**src/rtl/pipe_pkg.sv**
```systemverilog
// Shared pipeline definitions: hazard FSM state encoding, register-specifier
// width default and the instruction word injected as a bubble.
package pipe_pkg;

  localparam int REG_W_DEF = 5;

  // sll $0,$0,0 -- the canonical MIPS no-op
  localparam logic [31:0] NOP_INSN = 32'h0000_0000;

  typedef enum logic [1:0] {
    ST_IDLE    = 2'd0,
    ST_LOADUSE = 2'd1,
    ST_BRWAIT  = 2'd2,
    ST_MULDIV  = 2'd3
  } hz_state_e;

endpackage

```
**src/rtl/hazard_match.sv**
```systemverilog
// Source/destination comparator: a source hits a destination only when it is
// actually read, the specifiers agree, and the destination is not $0.
module hazard_match #(
  parameter int REG_W = 5
) (
  input  logic             uses_i,
  input  logic [REG_W-1:0] src_i,
  input  logic [REG_W-1:0] dst_i,
  output logic             match_o
);

  assign match_o = uses_i && (src_i == dst_i) && (dst_i != '0);

endmodule

```
**src/rtl/hazard_stall.sv**
```systemverilog
// ID-stage hazard unit: load-use, multiply/divide occupancy and (with
// HAZARD_BRANCH_EN defined) branch-operand hazards, plus a stall counter.
module hazard_stall
  import pipe_pkg::*;
#(
  parameter int MULDIV_LAT = 32,
  parameter int REG_W      = REG_W_DEF
) (
  input  logic             CLOCK,
  input  logic             RESET,
  input  logic [REG_W-1:0] ID_RS,
  input  logic [REG_W-1:0] ID_RT,
  input  logic             ID_USES_RS,
  input  logic             ID_USES_RT,
  input  logic             ID_IS_BRANCH,
  input  logic             ID_IS_MULDIV,
  input  logic             IDEXE_MEMREAD,
  input  logic             IDEXE_REGWRITE,
  input  logic [REG_W-1:0] IDEXE_RD,
  input  logic             EXEMEM_MEMREAD,
  input  logic [REG_W-1:0] EXEMEM_RD,
  output logic             STALL_PC,
  output logic             STALL_IFID,
  output logic             BUBBLE_IDEXE,
  output logic             MULDIV_BUSY,
  output logic [15:0]      STALL_CNT,
  output hz_state_e        DBG_STATE
);

  localparam int CNT_W = 6;
  localparam logic [CNT_W-1:0] LAT_M1 = CNT_W'(MULDIV_LAT - 1);

  hz_state_e        state_q, state_d;
  logic [CNT_W-1:0] cnt_q, cnt_d;
  logic [15:0]      stall_cnt_q;
  logic             m_rs_ex, m_rt_ex;
  logic             load_use, br_haz, md_block, stall;

  hazard_match #(.REG_W(REG_W)) u_rs_ex (
    .uses_i(ID_USES_RS), .src_i(ID_RS), .dst_i(IDEXE_RD), .match_o(m_rs_ex)
  );
  hazard_match #(.REG_W(REG_W)) u_rt_ex (
    .uses_i(ID_USES_RT), .src_i(ID_RT), .dst_i(IDEXE_RD), .match_o(m_rt_ex)
  );

  assign load_use = IDEXE_MEMREAD && (m_rs_ex || m_rt_ex);

`ifdef HAZARD_BRANCH_EN
  logic m_rs_mem, m_rt_mem;

  hazard_match #(.REG_W(REG_W)) u_rs_mem (
    .uses_i(ID_USES_RS), .src_i(ID_RS), .dst_i(EXEMEM_RD), .match_o(m_rs_mem)
  );
  hazard_match #(.REG_W(REG_W)) u_rt_mem (
    .uses_i(ID_USES_RT), .src_i(ID_RT), .dst_i(EXEMEM_RD), .match_o(m_rt_mem)
  );

  // Branch compares in ID, so a pending ALU result or an in-flight load blocks it
  assign br_haz = ID_IS_BRANCH &&
                  ((IDEXE_REGWRITE && (m_rs_ex || m_rt_ex)) ||
                   (EXEMEM_MEMREAD && (m_rs_mem || m_rt_mem)));
`else
  logic unused_branch_inputs;
  assign unused_branch_inputs = ^{ID_IS_BRANCH, IDEXE_REGWRITE, EXEMEM_MEMREAD, EXEMEM_RD};
  assign br_haz = 1'b0;
`endif

  // A new mul/div may issue in the unit's final occupied cycle (counter at 0)
  assign md_block = (state_q == ST_MULDIV) && (cnt_q != '0) && ID_IS_MULDIV;
  assign stall    = RESET && (load_use || br_haz || md_block);

  // Outside an active mul/div countdown every state re-evaluates by priority,
  // so a lower-priority hazard masked this cycle is picked up on the next one.
  always_comb begin
    state_d = state_q;
    cnt_d   = cnt_q;
    if ((state_q == ST_MULDIV) && (cnt_q != '0)) begin
      cnt_d = cnt_q - CNT_W'(1);
    end else if (load_use) begin
      state_d = ST_LOADUSE;
    end else if (br_haz) begin
      state_d = ST_BRWAIT;
    end else if (ID_IS_MULDIV) begin
      state_d = ST_MULDIV;
      cnt_d   = LAT_M1;
    end else begin
      state_d = ST_IDLE;
    end
  end

  always_ff @(posedge CLOCK or negedge RESET) begin
    if (!RESET) begin
      state_q     <= ST_IDLE;
      cnt_q       <= '0;
      stall_cnt_q <= '0;
    end else begin
      state_q <= state_d;
      cnt_q   <= cnt_d;
      if (stall && (stall_cnt_q != 16'hFFFF)) begin
        stall_cnt_q <= stall_cnt_q + 16'd1;
      end
    end
  end

  assign STALL_PC     = stall;
  assign STALL_IFID   = stall;
  assign BUBBLE_IDEXE = stall;
  assign MULDIV_BUSY  = (state_q == ST_MULDIV);
  assign STALL_CNT    = stall_cnt_q;
  assign DBG_STATE    = state_q;

endmodule

```
**config.mk**
```make
export PLATFORM = sky130hd
export DESIGN_NAME = hazard_stall
export DESIGN_NICKNAME = d
export VERILOG_FILES = /design/src/rtl/pipe_pkg.sv /design/src/rtl/hazard_match.sv /design/src/rtl/hazard_stall.sv
export SDC_FILE = /design/constraint.sdc
export NUM_CORES = 1
export LEC_CHECK = 0
export CAP_MARGIN = 20
export CELL_PAD_IN_SITES_DETAIL_PLACEMENT = 1
export CELL_PAD_IN_SITES_GLOBAL_PLACEMENT = 1
export CORE_MARGIN = 8
export CORE_UTILIZATION = 35
export CTS_CLUSTER_DIAMETER = 40
export DETAILED_ROUTE_END_ITERATION = 8
export PLACE_DENSITY_LB_ADDON = 0.1
export SYNTH_ARGS = -nofsm -noshare
export SYNTH_HDL_FRONTEND = slang
export SYNTH_SLANG_ARGS = --single-unit
```
**constraint.sdc**
```tcl
create_clock -name CLOCK -period 3.22 [get_ports CLOCK]
set_input_delay 0.483 -clock CLOCK [delete_from_list [all_inputs] [get_ports CLOCK]]
set_output_delay 0.483 -clock CLOCK [all_outputs]
set_load 0.1 [all_outputs]
```
==> results of run 1 <==
==> power by group <==
part / switching [mW] / leakage, nW / total (mW) / internal (mW)
clock: 0.0932 / 0.0288 / 0.202 / 0.109
combinational: 0.599 / 0.491 / 0.851 / 0.252
sequential: 0.0930 / 0.292 / 0.472 / 0.379
==> cells in the final DEF (no fill, tap or decap), types with 2 or more instances in the layout <==
cell	instances
clkbuf_8	4
nor2_1	8
clkdlybuf4s50_1	22
nor3_1	8
nand2b_1	2
and3_1	2
buf_12	3
nand4_1	6
a2bb2oi_1	3
nand3_1	5
nor4_1	3
mux2_2	4
inv_1	7
buf_4	21
nand2_1	13
xnor2_1	15
ha_1	2
o21a_1	2
dfrtp_1	24
xor2_1	8
or4_1	2
a21oi_1	3
==> layer usage <==
layer  track usage  wire length [um]  vias to the layer above
met5             0                 0                        -
met4        0.0222                19                        0
met3        0.0319               111                        2
met2         0.229              1960                       18
met1         0.145              1510                      583
li1              -                 -                      561
==> layout make-up <==
class,count,area share
multi-input combinational,99,0.368
sequential,24,0.320
timing repair buffer,46,0.233
tap,48,0.0320
clock buffer,4,0.0293
inverter,8,0.0180
==> worst paths after layout <==
kind | from | end | slack [ps] | depth (start not counted)
worst max-delay path | IDEXE_RD[1] | BUBBLE_IDEXE | 270 | 7
worst min-delay path | STALL_CNT[6] | STALL_CNT[6] | 530 | 1
worst max register to register | cnt_q[0] | STALL_CNT[15] | 680 | 9
worst min register to register | STALL_CNT[6] | STALL_CNT[6] | 530 | 1
max in group asynchronous | RESET | STALL_CNT[11] | 2380 | 2
min in group asynchronous | RESET | DBG_STATE[0] | 600 | 2
==> sequential cells by signal, indices dropped and copies added (netlist names) <==
signal / cells
cnt_q: 6
DBG_STATE: 2
STALL_CNT: 16
==> worst max-delay path: stages <==
cell	delay, ps
clkdlybuf4s50_1	470
or4_1	560
o21a_1	220
a31oi_1	180
buf_4	170
clkinvlp_4	160
buf_12	210
==> kinds of logic after synthesis <==
group           Yosys count
compound gates           13
fa+ha+maj                 2
mux                       6
simple gates             55
buf+inv                  11
xor+xnor                 23
flops                    24
==> through the flow <==
step	utilization	hold WS (ps)
after floorplan	-	187
after global placement	0.495	509
after detailed placement	0.495	522
after CTS	0.509	535
after global routing	0.509	572
final	0.509	527
==> metrics.md, run 1 <==
| Metric | Value |
|---|---|
| Placed Instances | 225 |
| Peak Freq | around 0.34 GHz |
| Largest family of logic cells by synthesized area | simple AND/OR/NAND/NOR gates |
| Starting Density | 0.366 |
| Final setup viols | 0 |
| Asr flop ratio synth | 1.00 |
| Setup slack after layout | approximately 270 ps |
| Root buf cell | clkbuf_8 |
| Skew final | 5.85 ps |
| Post-DP HPWL | 2870 um |
| Initial antenna violation count | 0 |
| Post-synthesis simple-gate area fraction | 0.224 |
| Pwr Total | 1.53 mW |
| CTS resizes | 0 |
| Clk_lat worst skew | 260 ps |
| Dpl cell area | around 1800 um^2 |
| Drt drc | 0 |
| Synth top area cells | dfrtp_1 45%, xnor2_1 9.7%, xor2_1 5.2%, nand2_1 3.6%, mux2_2 3.3% |
| Ratio of cells with drive above 1 in the final layout | 0.215 |
| Hold Vio Cnt, Final | 0 |
| GRT Util Overall | 0.126 |
| CTS Buf Count | 3 |
| Startpoint types | input pin |
| Core Box Area | 3690 um^2 |
| Wire per inst | 15.7 um |
| Max-cap viol count | 0 |
| Vias in the first global route | 1330 |
| Post-CTS setup repair buffer count | 0 |
| Ys Warns | 0 |
| Routed Wire Length | 3600 um |
| CTS Sinks | 24 |
| Fin area | 1880 um^2 |
| Distinct cells, synth | 33 |
| Required time worst endpoint | 2740 ps |
| Synth cell count leaders | 24 x dfrtp_1, 15 x xnor2_1, 13 x nand2_1 |
| CTS tree | done |
| Pre-CTS setup slack | approximately 260 ps |
| Boundary Pins | between 50 and 60 |
| Status | complete, no violations |
| Most frequent cell after synthesis | dfrtp_1 |
| Post-synthesis cell count | 134 |
| Die Span Y | 78.1 um |
| Mux share of post-synthesis cell area | 0.0519 |
| Setup TNS | 0 ps |
| Port buffer count | 42 |
| CP Capture Type | output port |
| Hold WC Path Type | reg2reg |
| Deepest clock path buffer count | 2 |
| Diode count | 0 |
| Tmin final | 2950 ps |
| Worst Tran Pin Value | 970 ps |
| P_leak | about 0.81 nW |
| Fin. max-slew vios | 0 |
| Hold_buf cts | 0 |
| Largest net degree at the start of global routing | 20 |
| Global-route wire length before repair | 6410 um |
| Synth area leader | dfrtp_1 |
| Number of synthesized register bits | 24 |
| Syn avg cell area | 10.1 um^2 |
| Peak VDD IR | between 0.6 and 0.7 mV |
| GR Overflow Total | 0 |
| Final Cycle Share | 0.916 |
| Vias after detailed routing | 1164 |
| Sequential cell area | 601 um^2 |
| WP data arrival | 2470 ps |
| Number of enable flip-flop cells after synthesis | 0 |
| Power Dens Cells | 812 nW/um^2 |
| Netlist Area Pre-Place | 1350 um^2 |
| Clock transition at path regs | ~90 ps |
| Top_reg_cell synth | dfrtp_1 |
| Area grow syn2layout | 39.3% |
| Multi-input gate area | between 600 and 700 um^2 |
| Die area | 6100 um^2 |
| XOR/XNOR Fraction of Synth Area | 0.149 |
| DRT iter0 DRCs | 47 |
| Post-Synth Adder-Cell Area | 0.0186 |
| Sequential share of the synthesized area | 0.445 |
| Post-route insts no fill | about 230 |
| Die W | 78.1 um |
| RSZ-0062 raised after global routing | no |
| Slew Limit Headroom | 0.351 |
| Routed vias/inst | 5.08 |
| Crit Path Max Fanout | 5 |
| Fin nets | 213 |
| Setup CP Type | in2out |
| First-pass DRT Iterations | 2 |
| Filler Cell Count | 422 |
| CTS H-Tree Depth | 1 |
| Rows | 22 |
| Final ANT Viol Nets | 0 |
| Share of the synthesized area in the top cell type | 0.445 |
| Post-Syn Nets | 165 |
| Final GP Congestion | 0.748 |
| Post-synthesis compound-gate area fraction | 0.0696 |
(Power assumes the default switching activity.)
==> inputs of run 2 (changes only) <==
--- a/config.mk
+++ b/config.mk
@@ -8,7 +8,7 @@
 export CAP_MARGIN = 20
 export CELL_PAD_IN_SITES_DETAIL_PLACEMENT = 1
 export CELL_PAD_IN_SITES_GLOBAL_PLACEMENT = 1
-export CORE_MARGIN = 8
+export CORE_MARGIN = 5
 export CORE_UTILIZATION = 35
 export CTS_CLUSTER_DIAMETER = 40
 export DETAILED_ROUTE_END_ITERATION = 8
==> run 2 against run 1 <==
Effect of this change:
- first-iteration DRC count shrank 77%
- worst setup slack gained 1.2 ps
- worst hold slack gained 3.8 ps
- clock skew grew 3.0 ps
- design area grew 0.87%
- global-route usage grew 1.5 points
- critical endpoint is now STALL_PC
==> metrics.md, run 2 (synthesized netlist as in run 1, its figures left out) <==
| Metric | Value |
|---|---|
| Fin nets | 213 |
| Hold WC Path Type | reg2reg |
| Worst Tran Pin Value | 968 ps |
| Worst hold start | STALL_CNT[6] |
| Peak VDD IR | 0.657 mV |
| Cell-internal power | 0.798 mW |
| Seq pwr share | 0.296 |
| Root buf cell | clkbuf_8 |
| Setup slack, reg-to-reg | roughly 730 ps |
| GRT Util Overall | 0.140 |
| Clock share of power | 0.171 |
| Die Span Y | 72.1 um |
| First-pass DRT Iterations | 3 |
| Placed Instances | 225 |
| Max-cap viol count | 0 |
| Vias in the first global route | 1178 |
| Multi-input gate area | 692 um^2 |
| Hold Vio Cnt, Final | 0 |
| Dpl cell area | 1820 um^2 |
| Slew Limit Headroom | 0.353 |
| Power Dens Cells | 839 nW/um^2 |
| Deepest clock path buffer count | 2 |
| Pre-CTS setup slack | 270 ps |
| Fin area | 1900 um^2 |
| Final ANT Viol Nets | 0 |
| Final Util | 0.514 |
| CTS resizes | 0 |
| Rows | 22 |
| Worst Setup EP | STALL_PC |
| Port buffer count | 42 |
| Fin. max-slew vios | 0 |
| CTS Buf Count | 3 |
| Largest net degree at the start of global routing | 17 |
| Post-route insts no fill | 229 |
| CTS tree | done |
| Crit Path Max Fanout | 5 |
| Die W | 72.1 um |
| Setup CP Type | in2out |
| Area grow syn2layout | 40.5% |
| Final setup viols | 0 |
| Initial antenna violation count | 0 |
| Status | complete, no violations |
| Ratio of cells with drive above 1 in the final layout | 0.215 |
| P_leak | 0.819 nW |
| Sequential cell area | ~600 um^2 |
| Core Box Area | 3690 um^2 |
| Drt drc | 0 |
| Filler Cell Count | approximately 420 |
| Clock transition at path regs | 80 ps |
| Diode count | 0 |
| CTS Sinks | 24 |
| Skew final | just under 9 ps |
| CTS H-Tree Depth | 1 |
| Commonest non-fill, non-tap cell in the layout | dfrtp_1 |
| Peak Freq | 0.339 GHz |
| Routed Wire Length | 3340 um |
| Global-route wire length before repair | 5730 um |
| Tmin final | 2950 ps |
| Wire per inst | 14.6 um |
| Pwr Total | 1.59 mW |
| Most frequent cells in the layout | 24 x dfrtp_1, 22 x clkdlybuf4s50_1, 21 x buf_4 |
| Boundary Pins | 51 |
| Hold_buf cts | 0 |
| WP data arrival | 2460 ps |
| Post-DP HPWL | 2650 um |
| CP Capture Type | output port |
| Net switching share of the total power | 0.498 |
| Final GP Congestion | 0.795 |
| RR Startpoint | cnt_q[0] |
| Post-CTS setup repair buffer count | 0 |
| Sw Pwr | 0.791 mW |
| Die area | just over 5000 um^2 |
| Worst Reg2Reg Path Length in Cells | 9 |
| Setup TNS | 0 ps |
| Routed vias/inst | 4.99 |
| Starting Density | 0.366 |
| Final Cycle Share | 0.915 |
| RSZ-0062 raised after global routing | no |
| Crit path launch | IDEXE_RD[1] |
| Vias after detailed routing | roughly 1100 |
| RR Endpoint | STALL_CNT[15] |
| Startpoint types | input pin |
| Clk_lat worst skew | 280 ps |
| Setup slack after layout | roughly 270 ps |
| DRT iter0 DRCs | 11 |
| GR Overflow Total | 0 |
| Required time worst endpoint | 2740 ps |
| Logic gate share of total power | 0.533 |
| Max FFs per register | 16 |
| Worst Hold Margin | 530 ps |
[run 2: changes by cell type in the layout (fill, tap and decap cells not counted)]
cell,before,now
bufinv_16,0,1
clkbuf_8,4,3
[run 2: how the worst min path moves through the flow]
stage	endpoint	cells past startpoint
2_1_floorplan	DBG_STATE[0]	0
3_3_place_gp	STALL_CNT[6]	1
3_5_place_dp	STALL_CNT[6]	1
4_1_cts	STALL_CNT[6]	1
5_1_grt	STALL_CNT[6]	1
6_report	STALL_CNT[6]	1
[run 2: power groups by stage]
stage | sequential, mW | clock [mW] | combinational, mW
finish | 0.471 | 0.272 | 0.847
global route | 0.486 | 0.286 | 0.900
CTS | 0.472 | 0.279 | 0.859
detailed placement | 0.478 | 0 | 0.857
global placement | 0.472 | 0 | 0.841
floorplan | 0.764 | 0 | 0.350
[run 2: worst max-delay path, cell delays in order]
cell and delay, ps:
clkdlybuf4s50_1 480, or4_1 550, o21a_1 220, a31oi_1 180
buf_4 170, clkinvlp_4 160, buf_12 210
[run 2: layout make-up]
cell class                 count  area share
multi-input combinational     99       0.365
sequential                    24       0.317
timing repair buffer          46       0.231
tap                           48      0.0317
clock buffer                   3      0.0218
inverter                       8      0.0178
clock inverter                 1      0.0158
[run 2: routing by layer]
metal,track usage,routed length [um],up-vias
met2,0.244,1740,19
met4,0.0626,63,0
met1,0.165,1420,557
met5,0,0,-
li1,-,-,562
met3,0.0291,118,4
==> inputs of run 3 (changes only) <==
--- a/config.mk
+++ b/config.mk
@@ -11,6 +11,7 @@
 export CORE_MARGIN = 5
 export CORE_UTILIZATION = 35
 export CTS_CLUSTER_DIAMETER = 40
+export CTS_CLUSTER_SIZE = 14
 export DETAILED_ROUTE_END_ITERATION = 8
 export PLACE_DENSITY_LB_ADDON = 0.1
 export SYNTH_ARGS = -nofsm -noshare
==> results of run 3 <==
The final DEF is identical to that of run 2; final timing and power are the same.
